===== config.mk =====
export PLATFORM = sky130hd
export DESIGN_NAME = shift_seq_arbiter
export DESIGN_NICKNAME = d
export VERILOG_FILES = /design/src/rtl/shift_seq_arbiter.sv
export SDC_FILE = /design/constraint.sdc
export NUM_CORES = 1
export LEC_CHECK = 0
export BUFFER_PORTS_ARGS = -buffer_cell sky130_fd_sc_hd__clkbuf_2
export CORE_UTILIZATION = 30
export DETAILED_ROUTE_END_ITERATION = 7
export GPL_ROUTABILITY_DRIVEN = 0
export PLACE_DENSITY = 0.58
export SYNTH_ARGS = -nofsm -noshare
export SYNTH_HDL_FRONTEND = slang
export SYNTH_SLANG_ARGS = --single-unit

===== constraint.sdc =====
create_clock -name clk -period 3.4 [get_ports clk]
set_input_delay 0.68 -clock clk [delete_from_list [all_inputs] [get_ports clk]]
set_output_delay 0.68 -clock clk [all_outputs]
set_load 0.05 [all_outputs]

===== src/rtl/shift_seq_arbiter.sv =====
// ---------------------------------------------------------------------------
// shift_seq_arbiter
//
// One iterative shifter shared by two issue lanes. A request is granted in
// IDLE (round-robin on ties), then the operand is shifted by 8, 4, 2 or 1 bits
// per cycle, always taking the largest stage that still fits the remaining
// amount. The result is held in DONE until the consumer takes it.
//
// Ports:
//   clk          clock, all state changes on the rising edge
//   rst          asynchronous active-high reset
//   req0_valid   lane 0 request
//   req0_ready   lane 0 request accepted this cycle (combinational)
//   req0_op      00 SLL, 01 SRL, 10 SRA, 11 ROR
//   req0_data    lane 0 operand
//   req0_amt     lane 0 shift amount
//   req1_*       same set for lane 1
//   res_valid    result available (DONE state)
//   res_ready    consumer takes the result
//   res_data     shifted result (zero while res_valid is low)
//   res_lane     lane that issued the result (zero while res_valid is low)
//   busy         high in SHIFT and DONE
// ---------------------------------------------------------------------------
module shift_seq_arbiter #(
  parameter int WIDTH   = 32,
  parameter int SHAMT_W = 5
) (
  input  logic               clk,
  input  logic               rst,
  input  logic               req0_valid,
  output logic               req0_ready,
  input  logic [1:0]         req0_op,
  input  logic [WIDTH-1:0]   req0_data,
  input  logic [SHAMT_W-1:0] req0_amt,
  input  logic               req1_valid,
  output logic               req1_ready,
  input  logic [1:0]         req1_op,
  input  logic [WIDTH-1:0]   req1_data,
  input  logic [SHAMT_W-1:0] req1_amt,
  output logic               res_valid,
  input  logic               res_ready,
  output logic [WIDTH-1:0]   res_data,
  output logic               res_lane,
  output logic               busy
);

  typedef enum logic [1:0] {
    IDLE  = 2'd0,
    SHIFT = 2'd1,
    DONE  = 2'd2
  } state_t;

  localparam logic [1:0] OP_SLL = 2'b00;
  localparam logic [1:0] OP_SRL = 2'b01;
  localparam logic [1:0] OP_SRA = 2'b10;

  state_t               state_reg, state_next;
  logic                 last_grant_reg, last_grant_next;
  logic [1:0]           op_reg, op_next;
  logic [WIDTH-1:0]     work_reg, work_next;
  logic [SHAMT_W-1:0]   rem_reg, rem_next;
  logic                 lane_reg, lane_next;

  // ---------------------------------------------------------------------
  // Arbitration: a lone requester wins; on a tie the lane that did not win
  // last time is chosen.
  // ---------------------------------------------------------------------
  logic grant_any;
  logic grant_lane;
  logic accept;

  always_comb begin
    grant_any  = req0_valid | req1_valid;
    grant_lane = 1'b0;
    if (req0_valid && req1_valid) begin
      grant_lane = ~last_grant_reg;
    end else begin
      grant_lane = req1_valid;
    end
  end

  assign accept     = (state_reg == IDLE) && grant_any;
  assign req0_ready = accept && !grant_lane;
  assign req1_ready = accept &&  grant_lane;

  // ---------------------------------------------------------------------
  // Fixed-distance stage candidates: stage gi shifts by 2**gi bits.
  // Only the one matching the current step is used each cycle.
  // ---------------------------------------------------------------------
  logic [WIDTH-1:0] stage_out [4];

  genvar gi;
  generate
    for (gi = 0; gi < 4; gi++) begin : g_stage
      localparam int S = 1 << gi;
      logic [WIDTH-1:0] sll_v;
      logic [WIDTH-1:0] srl_v;
      logic [WIDTH-1:0] sra_v;
      logic [WIDTH-1:0] ror_v;

      assign sll_v = {work_reg[WIDTH-1-S:0], {S{1'b0}}};
      assign srl_v = {{S{1'b0}}, work_reg[WIDTH-1:S]};
      // Replicating the current MSB keeps the sign across successive steps.
      assign sra_v = {{S{work_reg[WIDTH-1]}}, work_reg[WIDTH-1:S]};
      assign ror_v = {work_reg[S-1:0], work_reg[WIDTH-1:S]};

      assign stage_out[gi] = (op_reg == OP_SLL) ? sll_v :
                             (op_reg == OP_SRL) ? srl_v :
                             (op_reg == OP_SRA) ? sra_v : ror_v;
    end
  endgenerate

  // Greedy step choice from the remaining amount.
  logic [1:0]         step_idx;
  logic [SHAMT_W-1:0] step_amt;

  always_comb begin
    if (rem_reg >= SHAMT_W'(8)) begin
      step_idx = 2'd3;
    end else if (rem_reg >= SHAMT_W'(4)) begin
      step_idx = 2'd2;
    end else if (rem_reg >= SHAMT_W'(2)) begin
      step_idx = 2'd1;
    end else begin
      step_idx = 2'd0;
    end
  end

  assign step_amt = SHAMT_W'(1) << step_idx;

  // ---------------------------------------------------------------------
  // Next-state logic
  // ---------------------------------------------------------------------
  always_comb begin
    state_next      = state_reg;
    last_grant_next = last_grant_reg;
    op_next         = op_reg;
    work_next       = work_reg;
    rem_next        = rem_reg;
    lane_next       = lane_reg;

    unique case (state_reg)
      IDLE: begin
        if (accept) begin
          // Operands are captured only here; later input changes are ignored.
          lane_next       = grant_lane;
          last_grant_next = grant_lane;
          if (grant_lane) begin
            op_next   = req1_op;
            work_next = req1_data;
            rem_next  = req1_amt;
          end else begin
            op_next   = req0_op;
            work_next = req0_data;
            rem_next  = req0_amt;
          end
          state_next = (rem_next != '0) ? SHIFT : DONE;
        end
      end

      SHIFT: begin
        work_next = stage_out[step_idx];
        rem_next  = rem_reg - step_amt;
        if (rem_reg == step_amt) begin
          state_next = DONE;
        end
      end

      DONE: begin
        if (res_ready) begin
          state_next = IDLE;
        end
      end

      default: begin
        state_next = IDLE;
      end
    endcase
  end

  // ---------------------------------------------------------------------
  // State registers
  // ---------------------------------------------------------------------
  always_ff @(posedge clk or posedge rst) begin
    if (rst) begin
      state_reg      <= IDLE;
      last_grant_reg <= 1'b1;  // lane 0 wins the first tie
      op_reg         <= '0;
      work_reg       <= '0;
      rem_reg        <= '0;
      lane_reg       <= 1'b0;
    end else begin
      state_reg      <= state_next;
      last_grant_reg <= last_grant_next;
      op_reg         <= op_next;
      work_reg       <= work_next;
      rem_reg        <= rem_next;
      lane_reg       <= lane_next;
    end
  end

  // Outputs decode straight from the state register so reset clears them
  // without waiting for a clock edge.
  assign res_valid = (state_reg == DONE);
  assign busy      = (state_reg != IDLE);
  assign res_data  = res_valid ? work_reg : '0;
  assign res_lane  = res_valid & lane_reg;

endmodule


* Word-level counts from Yosys, hierarchy flattened *
Cells that the tools add are included.
W data, S select, Z words.

storage, ports and cells
  input port bits = 83
  register bits = 43
  output and inout bits = 37
  logic and storage cells = 71

operators by class
  $lt $le $gt $ge = 4
  add/subtract/negate cells = 1
  bitwise gates (word level) = 4
  muxes and demuxes = 34
  eq/ne operators = 8
  shift-type cells = 1
  reductions and logical operators = 13

operators by type and width
  kind                   count
  $mux W32               17
  $bmux W32 S2           1
  $pmux W32 S2           1
  $mux W5                4
  $mux W2                7
  $pmux W5 S2            1
  $pmux W2 S3            1
  $eq A5 B5 Y1           1
  $ge A5 B2 Y1 const B   1
  $ge A5 B3 Y1 const B   1
  $ge A5 B4 Y1 const B   1
  $reduce_bool A5 Y1     1
  $shl A1 B2 Y5 const A  1
  $sub A5 B5 Y5          1
  $eq A2 B1 Y1 const B   2
  $eq A2 B2 Y1 const B   2
  $logic_and A1 B1 Y1    4
  $logic_not A2 Y1       2
  $ne A2 B2 Y1 const B   2
  $reduce_and A2 Y1      2
  $reduce_bool A2 Y1     2
  $ge A3 B3 Y1 const B   1
  $not A2 Y3             1
  $reduce_and A3 Y1      1
  6 further kinds        7

* Longest topological paths before layout *
Gate-level depths: netlist of the first run.

  depth after elaboration = 9
  depth in mapped cells = 13
  depth with buffers taken out = 11

* Least setup slack after synthesis of the first run *
OpenSTA, ideal clock, no wires.

  path type = input -> output
  start = input req1_valid
  end = output req0_ready
  path buffers = 2
  setup slack = 0.737 ns
  stages = 6
  required time = 2.720 ns
  data arrival time = 1.983 ns
  path through = nor3_1 nor2_1 nand2_1 buf_2 buf_2 nor2_1

between the ends
  cells in the longest elaborated chain, start to end = 4
  elaborated cells on any way between the ends = 6
  classes of those cells = mux: 1; bitwise: 1; reduce/logical: 4

ends and longest elaborated chain
  element                  RTL line  RTL
  start: declaration       35        input logic req1_valid,
  $logic_and A1 B1 Y1      75        if (req0_valid && req1_valid) begin
  $mux W1                  75
  $logic_not A1 Y1         83        assign req0_ready = accept && !grant_lane;
  $logic_and A1 B1 Y1 (*)  83
  end: declaration         31        output logic req0_ready,

Mark *: on every way between the ends. The rest lies on a longest branch, timed or not.

* Final worst setup path of the first run *
  start = register rem_reg[2]
  end = register rem_reg[4]

between the ends
  cells in the longest elaborated chain, start to end = 7
  elaborated cells on any way between the ends = 9
  classes of those cells = add/sub: 1; order compare: 3; shift: 1; mux: 4

ends and longest elaborated chain
  element                   RTL line  RTL
  start: declaration        61        logic [SHAMT_W-1:0] rem_reg, rem_next;
  start signal: assignment  197       rem_reg <= rem_next;
  $ge A5 B2 Y1              122       end else if (rem_reg >= SHAMT_W'(2)) begin
  $mux W1                   122
  $mux W2                   120       end else if (rem_reg >= SHAMT_W'(4)) begin
  $mux W2                   118       if (rem_reg >= SHAMT_W'(8)) begin
  $shl A1 B2 Y5             129       assign step_amt = SHAMT_W'(1) << step_idx;
  $sub A5 B5 Y5 (*)         163       rem_next = rem_reg - step_amt;
  $pmux W5 S2 (*)           142       unique case (state_reg)

Marked as above.
A chain may end at the register's enable or synchronous reset.

==> results of run 1 <==
[metrics by stage]
stage | cells | area, µm² | utilization [%]
CTS | 841 | 5150 | 37.1
detailed placement | 833 | 5020 | 36.1
finish | 841 | 5150 | 37.1
global placement | 833 | 5020 | 36.1
global route | 841 | 5150 | 37.1
floorplan | 567 | 4280 | -
[power by group]
part / leakage, µW / switching, µW / internal [µW]
Sequential: 0.000518 / 459 / 796
Clock: 0.0000679 / 218 / 273
Combinational: 0.00162 / 2160 / 1260
[synth_stat cells (5+ instances only)]
cell type  number
mux2_2         28
nor3b_1         9
nand3_1         9
o22ai_1        30
a21oi_1        66
o21a_1         13
nand2_1        42
and2_1         40
nor4_1          8
mux2i_1        11
a211oi_1        9
clkbuf_1       18
o21ai_0        30
dfrtp_1        42
o21ai_1        33
buf_2          21
nor2b_1         8
nor2_1         35
inv_1           5
a21oi_2         7
nor3_1         17
a31oi_1        13
a21o_1          6
[routing by layer]
layer | GRT usage [%] | vias to the layer above | wire length (µm)
met3 | 3.90 | 55 | 1420
met5 | 0 | - | 0
met1 | 29.4 | 2293 | 6910
met4 | 6.56 | 0 | 461
li1 | - | 2300 | -
met2 | 34.7 | 305 | 7230
[logic make-up after synthesis]
group | after synthesis
compound gates | 238
simple gates | 183
buf+inv | 56
flops | 43
mux | 40
fa+ha+maj | 5
xor+xnor | 2
[worst max-delay path by stage]
stage / startpoint / to / slack, ns / cells after the start
after global placement: rem_reg[2] / rem_reg[4] / 0.83 / 8
after CTS: rem_reg[2] / rem_reg[4] / 0.72 / 8
after global routing: rem_reg[2] / rem_reg[4] / 0.59 / 8
final: rem_reg[2] / rem_reg[4] / 0.68 / 8
after floorplan: req1_valid / req0_ready / 0.74 / 6
after detailed placement: rem_reg[2] / rem_reg[4] / 0.73 / 8
[area by class of cell]
type	count	area [µm²]	share of cell area, %
Inverter	9	36.3	0.704
Clock buffer	7	133	2.57
Timing Repair Buffer	133	728	14.1
Clock inverter	1	5.00	0.0971
Sequential cell	43	1080	20.9
Tap cell	180	225	4.37
Multi-Input combinational cell	468	2950	57.2
==> results.md, run 1 <==
* Final Net Count at 748
* Worst IR Drop VDD at approximately 0.51 mV
* Number of global-route vias before repair at around 4.8k
* Vias per cell at 5.89
* Simple-Gate Fraction of Synth Area at 22.4%
* R2R Setup Slk at between 0.6 and 0.7 ns
* Slew Limit Fails at 0
* Fin crit period at roughly 2.7 ns
* Largest family of logic cells by synthesized area: compound AO/OA/AOI/OAI gates
* Slowest cell delay on critical path at approximately 0.58 ns
* Worst reg2reg path startpoint: rem_reg[2]
* Syn Nets at around 660
* Slew margin rel. at 45.3%
* Synth Area in Adders at 1.64%
* Status: complete, no violations
* I/O pin count at 120
* TritonCTS clock tree: yes
* WP buf/inv at 1
* Post-synth EDFFs at 0
* 1st-iter DRT viols at between 500 and 600
* Worst-Margin Slew at between 0.8 and 0.9 ns
* CP arrival at just under 3 ns
* Chip Width at 121 µm
* Fillcell total at 1,481
* Commonest non-fill, non-tap cell in the layout: clkbuf_2
* Delay-heaviest family, CP: simple AND/OR/NAND/NOR gates
* Fin crit share at between 80 and 90%
* Syn. warnings at 0
* Core Rows at 43
* Max reg flops at 32
* CP max FO at 18
* Netlist cell types at 61
* Mean Syn Cell Area at about 7.5 µm²
* Asr flop ratio synth at between 90% and 100%
* Crit. End Element: register
* Detailed-route DRC error count at 0
* RSZ-0062 raised after global routing: no
* Clock Skews at around 0.0076 ns
* Post-DP HPWL at ~12 mm
* Setup TNS at 0 ns
* Flops & latches, synth at 43
* Final Hold Viols at 0
* Initial Util at 30.8%
* Commonest non-fill, non-tap cells in the layout: 118 x clkbuf_2, 66 x a21oi_1, 42 x nand2_1, 42 x dfrtp_1, 40 x and2_1
* Skew-Pair Late Insertion Delay at around 0.29 ns
* IO buf count at roughly 120
* Drt pass-1 iters at 8
* Hold endpoint: lane_reg
* Die area at 14,800 µm²
* Most used DFF post-synth: dfrtp_1
* Yosys top cell by area: dfrtp_1
* Synthesized netlist cell count at between 500 and 600
* DRT Wirelength at about 16 mm
* Post-CTS Setup Inserts at 0
* MaxCap Viol Count at 0
* WL per Instance at approximately 19 µm
* Mapped Area at 4280 µm²
* Total GRT Usage at 21.7%
* Pre-CTS setup slack at around 0.73 ns
* Largest net degree at the start of global routing at 50
* Post-synth top area share at ~25%
* CP cell instances: or3_1, nor2_8, inv_4, fa_1, a21o_1, a21oi_1, a31oi_1, o22a_1
* CP required at around 3.6 ns
* Resize count post-CTS at 0
* Crit start category: register
* H-tree depth at 2
* Hold Slack at a little under 0.5 ns
* Critical path type: reg2reg
* Synth Area in Compound Gates at between 30 and 40%
* Reg-to-Reg End: rem_reg[4]
* Pwr Total at approximately 5200 µW
* Synth top area cells: dfrtp_1 25%, a21oi_1 7.7%, mux2_2 7.4%, and2_1 5.8%, o22ai_1 4.4%
* Max clock buf depth at 2
* Worst hold stages at 1
* Post-synthesis sequential area ratio at 25.2%
* Setup violations, final at 0
* PnR worst setup slack at a little under 0.7 ns
* Max Freq at approximately 370 MHz
* Ant. Diodes at 0
* Post-Synth XOR/XNOR Area at less than 1%
* Root buf cell: clkbuf_16
* CTS sink cnt at 43
* Die height at 121 µm
* Routed vias at 4,953
* Hold/Removal Path Class: reg2reg
* Portion of netlist area occupied by mux cells at roughly 10%
* CTS buffer count at 5
* Routed Antenna Nets at 0
* Clock transition at path regs at roughly 0.07 ns
* Cell Pwr Density at ~1000 nW/µm²
* First-pass GRT wire length at roughly 25 mm
* Initial antenna violation count at 0
* Total gr overflow at 0
* Slowest stage cell on the critical path: or3_1
* Reg2reg path depth at 8
* CTS hold repair buffers at 0
* Core area at ~14,000 µm²
* Static leakage at approximately 0.0022 µW
* Share of cells above drive strength 1 at around 28%
* Hold Startpoint: lane_reg
* P&R area growth vs syn at 20.4%
(Power assumes the default switching activity.)
==> inputs of run 2 (changes only) <==
--- a/config.mk
+++ b/config.mk
@@ -9,7 +9,7 @@
 export CORE_UTILIZATION = 30
 export DETAILED_ROUTE_END_ITERATION = 7
 export GPL_ROUTABILITY_DRIVEN = 0
-export PLACE_DENSITY = 0.58
+export PLACE_DENSITY = 0.6
 export SYNTH_ARGS = -nofsm -noshare
 export SYNTH_HDL_FRONTEND = slang
 export SYNTH_SLANG_ARGS = --single-unit
==> constraint.sdc (replaced) <==
create_clock -name clk -period 2.4 [get_ports clk]
set_input_delay 0.48 -clock clk [delete_from_list [all_inputs] [get_ports clk]]
set_output_delay 0.48 -clock clk [all_outputs]
set_load 0.05 [all_outputs]
==> run 2 against run 1 <==
Die area unchanged. Power increased by 46%. Largest power group unchanged. Worst setup slack worse by 0.56 ns. Wire length rose by 1.9%. Critical path depth unchanged. Cell count up 1.7%. First-iteration DRC count decreased by 14%. Core utilization increased by 0.91 points. Clock skew rose by 0.0016 ns. Count of clock-buffer cells in the layout did not move. Non-clock buffer count up 14. Flip-flop and latch count unchanged.
==> results.md, run 2 (synthesis gave the netlist of run 1 again) <==
* Status: complete, no violations
* Commonest non-fill, non-tap cells in the layout: 118 x clkbuf_2, 65 x a21oi_1, 42 x nand2_1, 42 x dfrtp_1, 40 x and2_1
* Fin crit period at 2.28 ns (-0.441 ns)
* Number of global-route vias before repair at 5,014 (+4.3%)
* Final Net Count at 762 (+1.9%)
* Post-CTS Setup Inserts at 0 (unchanged)
* Root buf cell: clkbuf_16
* MaxCap Viol Count at 0 (unchanged)
* Pwr Total at 7530 µW (+46%)
* Resize count post-CTS at 0 (unchanged)
* Chip Width at 121 µm (unchanged)
* Fin crit share at 95.0% (+15 points)
* CP max FO at 6 (-12)
* Slew Limit Fails at 0 (unchanged)
* First-pass GRT wire length at 25.9 mm (+2.3%)
* Max Freq at 439 MHz (+19%)
* Fillcell total at 1,485 (+0.27%)
* Hold/Removal Path Class: in2async
* Total gr overflow at 0 (unchanged)
* Post-Layout Cell Count at 855 (+1.7%)
* WL per Instance at 19.1 µm (+0.22%)
* Slew margin rel. at 57.7% (+12 points)
* Initial Util at 30.8% (unchanged)
* Final Hold Viols at 0 (unchanged)
* Clock transition at path regs at 0.07 ns (about the same)
* Vias per cell at 6.01 (+2.0%)
* WP buf/inv at 1 (unchanged)
* IO buf count at 119 (unchanged)
* CTS buffer count at 5 (unchanged)
* Drt pass-1 iters at 6 (-2)
* Largest net degree at the start of global routing at 50 (unchanged)
* Max reg flops at 32 (unchanged)
* Worst IR Drop VDD at 0.691 mV (+36%)
* Core Rows at 43 (unchanged)
* Routed Antenna Nets at 0 (unchanged)
* Crit start category: register
* Routed vias at 5,135 (+3.7%)
* Skew-Pair Late Insertion Delay at 0.29 ns (about the same)
* Detailed-route DRC error count at 0 (unchanged)
* Cell Pwr Density at 1430 nW/µm² (+42%)
* H-tree depth at 2 (unchanged)
* P&R area growth vs syn at 23.4%
* RSZ-0062 raised after global routing: no
* Setup violations, final at 0 (unchanged)
* Delay-heaviest family, CP: compound AO/OA/AOI/OAI gates
* Die height at 121 µm (unchanged)
* 1st-iter DRT viols at 475 (-14%)
* TritonCTS clock tree: yes
* Commonest non-fill, non-tap cell in the layout: clkbuf_2
* Multi-input logic area at 2960 µm² (+0.30%)
* Worst-Margin Slew at 0.633 ns (-0.187 ns)
* PnR worst setup slack at 0.120 ns (-0.559 ns)
* CP required at 2.59 ns (-0.99 ns)
* Core area at 13,900 µm² (unchanged)
* Total GRT Usage at 22.2% (+0.56 points)
* Crit. End Element: register
* Share of cells above drive strength 1 at 30.2% (+1.8 points)
* Pre-CTS setup slack at 0.129 ns (-0.600 ns)
* Max clock buf depth at 2 (unchanged)
* I/O pin count at 120 (unchanged)
* CTS hold repair buffers at 0 (unchanged)
* Core Util, Final at 38.0% (+0.91 points)
* Die area at 14,800 µm² (unchanged)
* CP arrival at 2.47 ns (-0.43 ns)
* CP cell instances: or3_1, nor2_8, inv_4, fa_1, a21o_1, a21oi_2, a31oi_1, o22a_1
* Post-DP HPWL at 12.0 mm (+2.2%)
* Inst Count DP at 847 (+1.7%)
* Slowest cell delay on critical path at 0.49 ns (-0.09 ns)
* Clock Skews at 0.00919 ns (+0.00163 ns)
* DRT Wirelength at 16.3 mm (+1.9%)
* Static leakage at 0.00228 µW (+3.2%)
* Slowest stage cell on the critical path: or3_1
* Ant. Diodes at 0 (unchanged)
* CTS sink cnt at 43 (unchanged)
* Reg area at 1080 µm² (unchanged)
* Setup TNS at 0 ns (unchanged)
* Critical path type: reg2reg
* Initial antenna violation count at 0 (unchanged)
[run 2: worst paths after layout]
| kind | from | endpoint | slack, ns | cells after the start |
|---|---|---|---|---|
| max in group asynchronous | rst | work_reg[5] | 1.69 | 3 |
| worst min register to register | lane_reg | lane_reg | 0.47 | 1 |
| worst min-delay path | rst | work_reg[24] | 0.32 | 3 |
| min in group clk | req1_op[1] | op_reg[1] | 0.42 | 2 |
| worst max register to register | rem_reg[4] | rem_reg[4] | 0.12 | 8 |
| worst max-delay path | rem_reg[4] | rem_reg[4] | 0.12 | 8 |
[run 2: final cells by class]
type | count | area share, %
clock buffers | 7 | 2.51
clock inverters | 1 | 0.0948
inverters | 9 | 0.687
multi-input cells | 468 | 56.0
flip-flops and latches | 43 | 20.4
well taps | 180 | 4.27
repair buffers | 147 | 16.0
[run 2: where the power goes]
part | switching (µW) | internal [µW] | total, µW
Clock | 297 | 386 | 683
Sequential | 589 | 1130 | 1720
Combinational | 3170 | 1950 | 5120
Total | 4060 | 3470 | 7530
[run 2: per-stage QoR]
stage / instance area (µm²) / hold slack [ns]
5_1_grt: 5280 / 0.392
2_1_floorplan: 4290 / 0.441
3_5_place_dp: 5140 / 0.462
6_report: 5280 / 0.316
4_1_cts: 5280 / 0.342
3_3_place_gp: 5140 / 0.454
[run 2: per-layer routing]
layer | up-vias | global-route usage, % | wire, µm
met1 | 2351 | 28.2 | 6630
met2 | 376 | 35.0 | 7310
li1 | 2328 | - | -
met5 | - | 0 | 0
met4 | 0 | 11.7 | 675
met3 | 80 | 4.98 | 1700
[run 2: worst register-to-register path, delay by kind of cell (launching register included)]
family / cells / cell delay [ns]
and+or+nand+nor: 2 / 0.62
adders and majority gates: 1 / 0.42
buffers and inverters: 1 / 0.05
AOI/OAI and AO/OA: 4 / 0.65
DFF: 1 / 0.43
